<file path="config.mk">
export PLATFORM = sky130hd
export DESIGN_NAME = lsu_mem_if
export DESIGN_NICKNAME = d
export VERILOG_FILES = /design/src/rtl/lsu_mem_if.sv
export SDC_FILE = /design/constraint.sdc
export NUM_CORES = 1
export LEC_CHECK = 0
export CORE_ASPECT_RATIO = 2
export CORE_MARGIN = 2
export CORE_UTILIZATION = 23
export DETAILED_ROUTE_END_ITERATION = 7
export PLACE_DENSITY_LB_ADDON = 0.3
export SLEW_MARGIN = 0
export SYNTH_ARGS = -nofsm -noshare
export SYNTH_HDL_FRONTEND = slang
export SYNTH_SLANG_ARGS = --single-unit
</file>
<file path="constraint.sdc">
create_clock -name clk_i -period 4.8 [get_ports clk_i]
set_input_delay 1.2 -clock clk_i [delete_from_list [all_inputs] [get_ports clk_i]]
set_output_delay 1.2 -clock clk_i [all_outputs]
set_load 0.1 [all_outputs]
</file>
<file path="src/rtl/lsu_mem_if.sv">
// Load/store responder between the execute/memory stage and data memory.
// Takes one decoded memory instruction at a time and runs it as a single
// valid/grant/rvalid bus transaction. The pipeline is stalled while the access
// is in flight. Load data comes back lane-aligned and sign- or zero-extended.
module lsu_mem_if #(
    parameter int unsigned DATA_WIDTH     = 32,
    parameter int unsigned TIMEOUT_CYCLES = 16
) (
    input  logic                  clk_i,
    input  logic                  rst_i,
    input  logic                  req_i,
    input  logic                  MemWrite_i,
    input  logic [1:0]            MemType_i,
    input  logic                  MemSign_i,
    input  logic [DATA_WIDTH-1:0] Addr_i,
    input  logic [DATA_WIDTH-1:0] WriteData_i,
    output logic                  stall_o,
    output logic                  done_o,
    output logic                  err_o,
    output logic [DATA_WIDTH-1:0] ReadData_o,
    output logic                  mem_req_o,
    output logic                  mem_we_o,
    output logic [DATA_WIDTH-1:0] mem_addr_o,
    output logic [3:0]            mem_be_o,
    output logic [DATA_WIDTH-1:0] mem_wdata_o,
    input  logic                  mem_gnt_i,
    input  logic                  mem_rvalid_i,
    input  logic [DATA_WIDTH-1:0] mem_rdata_i
);

    localparam logic [1:0] StIdle = 2'd0;
    localparam logic [1:0] StReq  = 2'd1;
    localparam logic [1:0] StWait = 2'd2;
    localparam logic [1:0] StResp = 2'd3;

    // One spare bit so the counter can step past the limit after a late grant.
    localparam int unsigned     CntW    = $clog2(TIMEOUT_CYCLES + 1) + 1;
    localparam logic [CntW-1:0] CntLast = CntW'(TIMEOUT_CYCLES - 1);

    logic [1:0]            state_q, state_d;
    logic [CntW-1:0]       cnt_q;
    logic                  err_q, err_d;
    logic                  we_q, sign_q, byte_q, half_q;
    logic [DATA_WIDTH-1:0] addr_q, wdata_q, rdata_q;
    logic [3:0]            be_q;

    logic                  in_byte, in_half, in_misaligned;
    logic                  accept, busy, timeout;
    logic [3:0]            in_be;
    logic [DATA_WIDTH-1:0] in_wdata;
    logic [7:0]            lane_b;
    logic [15:0]           lane_h;
    logic [DATA_WIDTH-1:0] load_fmt;

    // MemType 2'b11 falls through to word handling everywhere.
    assign in_byte       = (MemType_i == 2'b01);
    assign in_half       = (MemType_i == 2'b10);
    assign in_misaligned = in_half ? Addr_i[0] : (!in_byte && (Addr_i[1:0] != 2'b00));
    assign accept        = (state_q == StIdle) && req_i;
    assign busy          = (state_q == StReq) || (state_q == StWait);
    assign timeout       = (cnt_q >= CntLast);

    // Byte enables and lane-replicated store data for the incoming request
    always_comb begin
        in_be    = 4'b1111;
        in_wdata = WriteData_i;
        if (in_byte) begin
            in_be    = 4'b0001 << Addr_i[1:0];
            in_wdata = {4{WriteData_i[7:0]}};
        end else if (in_half) begin
            in_be    = 4'b0011 << {Addr_i[1], 1'b0};
            in_wdata = {2{WriteData_i[15:0]}};
        end
    end

    // Pick the addressed lane of the returned word and extend it
    always_comb begin
        lane_b = mem_rdata_i[7:0];
        case (addr_q[1:0])
            2'b01:   lane_b = mem_rdata_i[15:8];
            2'b10:   lane_b = mem_rdata_i[23:16];
            2'b11:   lane_b = mem_rdata_i[31:24];
            default: lane_b = mem_rdata_i[7:0];
        endcase
        lane_h = addr_q[1] ? mem_rdata_i[31:16] : mem_rdata_i[15:0];
        // sign_q = 0 means sign-extend
        if (byte_q) begin
            load_fmt = {{24{!sign_q && lane_b[7]}}, lane_b};
        end else if (half_q) begin
            load_fmt = {{16{!sign_q && lane_h[15]}}, lane_h};
        end else begin
            load_fmt = mem_rdata_i;
        end
    end

    // Transaction sequencing; progress on the bus takes priority over timeout
    always_comb begin
        state_d = state_q;
        err_d   = err_q;
        case (state_q)
            StIdle: begin
                if (req_i) begin
                    state_d = in_misaligned ? StResp : StReq;
                    err_d   = in_misaligned;
                end
            end
            StReq: begin
                if (mem_gnt_i) begin
                    state_d = we_q ? StResp : StWait;
                end else if (timeout) begin
                    state_d = StResp;
                    err_d   = 1'b1;
                end
            end
            StWait: begin
                if (mem_rvalid_i) begin
                    state_d = StResp;
                end else if (timeout) begin
                    state_d = StResp;
                    err_d   = 1'b1;
                end
            end
            default: state_d = StIdle;
        endcase
    end

    // State, error flag and busy-cycle counter
    always_ff @(posedge clk_i or posedge rst_i) begin
        if (rst_i) begin
            state_q <= StIdle;
            err_q   <= 1'b0;
            cnt_q   <= '0;
        end else begin
            state_q <= state_d;
            err_q   <= err_d;
            cnt_q   <= busy ? cnt_q + 1'b1 : '0;
        end
    end

    // Request fields captured once at acceptance and held for the whole access
    always_ff @(posedge clk_i or posedge rst_i) begin
        if (rst_i) begin
            we_q    <= 1'b0;
            sign_q  <= 1'b0;
            byte_q  <= 1'b0;
            half_q  <= 1'b0;
            addr_q  <= '0;
            wdata_q <= '0;
            be_q    <= 4'b0000;
        end else if (accept) begin
            we_q    <= MemWrite_i;
            sign_q  <= MemSign_i;
            byte_q  <= in_byte;
            half_q  <= in_half;
            addr_q  <= Addr_i;
            wdata_q <= in_wdata;
            be_q    <= in_be;
        end
    end

    // Load result; only a successful read return updates it
    always_ff @(posedge clk_i or posedge rst_i) begin
        if (rst_i) begin
            rdata_q <= '0;
        end else if ((state_q == StWait) && mem_rvalid_i) begin
            rdata_q <= load_fmt;
        end
    end

    // Reset forces stall low even while a new request is being offered.
    assign stall_o     = !rst_i && (busy || accept);
    assign done_o      = (state_q == StResp);
    assign err_o       = (state_q == StResp) && err_q;
    assign ReadData_o  = rdata_q;
    assign mem_req_o   = (state_q == StReq);
    assign mem_we_o    = we_q;
    assign mem_addr_o  = {addr_q[DATA_WIDTH-1:2], 2'b00};
    assign mem_be_o    = be_q;
    assign mem_wdata_o = wdata_q;

endmodule

</file>
==> flow_summary.toml <==
[timing]
final-max-slew-violation-count = 0
finalCritPeriodShare = 0.7656
rsz0062_at_grt = "false"
final-hold-violation-count = 0
post-route-min-period_ns = 3.675
tightestPinTransition_ns = 1.071
clock_skew_ns = 0.007834
slew_headroom = 0.2837
fmax_mhz = 272.1
timing.hold.ws_ns = 0.4612
fin_setup_tns_ns = 0
finalSetupViolations = 0

[yosys]
synth_seq_cells = 113
yosysSeqAreaShare = 0.4928
synth_compound_area_frac = 0.1121
synthArstFlopShare = 1.000
synthXorXnorAreaFrac = 0.006106
synth_top_family_by_area = "multiplexers"
synthSimpleGateAreaFrac = 0.1123
syn_inst = 538
ys_warn_count = 0
yosysUniqueCellTypes = 51
synthMuxAreaShare = 0.1873
synth_flop_cell = "dfrtp_1"
synth_adder_area_share = 0.01090
syn_area_um2 = 5738
synth_edf_count = 0
syn_avg_cell_area_um2 = 10.67

[setup_path]
crit_arrival_ns = 2.47
slowest_stage = "clkdlybuf4s50_1"
critPathMaxFanout = 7
worstSetupEndpointType = "output pin"
worst_path_largest_cell_delay_ns = 1.13
worstPathRequired_ns = 3.60
crit_chain = "ha_1 -> and2_1 -> clkdlybuf4s50_1"
start_kind = "flop"
path_class = "reg -> out"

[floorplan]
core_area_um2 = 24530
dieArea_um2 = 26300
rows = 81
die_width_um = 115.7
fp.dieH_um = 227.4
initial_core_util = 0.2340
pin_count = 210

[clock_network]
cts_buffers = 17
htreeDepth = 4
cts_root_buf = "clkbuf_16"
cts_setup_buffers = 0
cts_tree = "yes"
clk_latency_ns = 0.43
hold_buffers = 0
clock-sinks = 113
cts_resized = 0
clockBufferDepth = 2
path_clk_slew_ns = 0.05

[detailed_routing]
antenna_left = 0
wl_per_cell_um = 17.31
drc_errors = 0
wirelength_um = 18150
firstDrtPassIters = 4
drtIter0Drc = 145
viasPerCell = 4.280
vias = 4490

[finish]
nNetsFinal = 814
multi_input_area_um2 = 2476
final_area_um2 = 8429
nFillCells = 2561
final_common_cell = "clkdlybuf4s50_1"
layout_common_cells = "206 x clkdlybuf4s50_1, 113 x dfrtp_1, 77 x nand2_1, 56 x mux2_2, 40 x o21ai_0"
drive_gt1_frac = 0.1480
syn_to_final_growth_pct = 46.90
ff_latch_area_um2 = 2828
fin_cells = 1049

[run]
cap_violations = 0

[global_route]
grt_usage = 0.1425
antenna_found_initial = 1
grt_pass1_vias = 4737
grt_max_degree = 73
grt_pass1_wl_um = 27700
grt_overflow = 0

[min_path]
hold_class = "reg -> reg"

[placement]
place_hpwl_um = 13490
place.gp.congestion = 0.8231
placed_cell_area_um2 = 7875
placed_cells = 1017
io_buffer_count = 207

[run_status]
run_status = "finished clean"
==> synth_stat cells (2+ instances only) <==
cell type    n  area share
o21ai_0     40       0.035
nor3_1      15       0.013
clkbuf_1    14      0.0092
mux2i_1     25       0.044
o31ai_1      2      0.0026
a31oi_1      8      0.0087
xnor2_1      3      0.0046
nand2_1     78       0.051
dfrtp_1    113        0.49
buf_2       12       0.010
mux4_2       7       0.027
or3_1        2      0.0022
and2_1       7      0.0076
buf_6        3      0.0059
mux2_2      56        0.11
ha_1         5       0.011
nor2b_1      3      0.0033
nor2_1      28       0.018
inv_1        8      0.0052
nand2b_1     3      0.0033
a211oi_1     3      0.0039
buf_4       34       0.044
o211ai_1     2      0.0026
nand3_1      2      0.0017
o22a_1       8       0.012
a21oi_1     29       0.025
o22ai_1      2      0.0022
buf_1        3      0.0020
==> cell type report <==
type	instances	area share
inverters	9	0.004305
well taps	332	0.04928
flip-flops and latches	113	0.3355
clock buffers	26	0.05923
diodes	1	0.0002969
clock inverters	5	0.006234
repair buffers	212	0.2514
multi-input cells	351	0.2938
==> state kept, by name, indices dropped and copies added (netlist names) <==
name         cells
half_q           1
ReadData_o      32
state_q          2
cnt_q            6
mem_wdata_o     32
mem_be_o         4
err_q            1
mem_we_o         1
sign_q           1
addr_q          32
byte_q           1
==> layer usage <==
metal | GRT usage | vias up | wire, µm
li1 | - | 2168 | -
met1 | 0.1452 | 2156 | 6456
met2 | 0.2579 | 135 | 10160
met3 | 0.04553 | 31 | 960
met4 | 0.06912 | 0 | 580
met5 | 0 | - | 0
==> final timing paths <==
check	cells past startpoint	start	end	slack [ns]
hold reg to reg	1	cnt_q[0]$_DFF_PP0_	cnt_q[0]$_DFF_PP0_	0.46
min in group asynchronous	2	rst_i	mem_wdata_o[2]$_DFFE_PP0P_	1.30
setup reg to reg	5	state_q[0]$_DFFE_PP0N_	mem_be_o[2]$_DFFE_PP0P_	2.43
hold / removal	1	cnt_q[0]$_DFF_PP0_	cnt_q[0]$_DFF_PP0_	0.46
max in group asynchronous	3	rst_i	ReadData_o[8]$_DFFE_PP0P_	2.72
setup / recovery	3	state_q[0]$_DFFE_PP0N_	err_o	1.13
==> through the flow <==
step,setup WS (ns),util
floorplan,0.6126,-
global placement,1.239,0.3211
detailed placement,1.197,0.3211
CTS,1.089,0.3436
global route,0.9988,0.3437
finish,1.125,0.3437
==> logic make-up after synthesis <==
kind of cell               after synthesis
AOI/OAI and AO/OA                      103
xor gates and xnor gates                 4
adders and majority gates                5
buffers and inverters                   75
DFF                                    113
muxes                                   90
other                                    1
and+or+nand+nor                        147
==> critical path, delay by kind of cell (launching register included) <==
kind | cells | cell delay, ns
flip-flops | 1 | 0.43
adder cells (fa/ha/maj) | 1 | 0.32
AND/OR/NAND/NOR | 1 | 0.17
buffers and inverters | 1 | 1.13
Power is not shown: default switching activity piles up to over one toggle a cycle in this logic, so the estimate is an artifact.
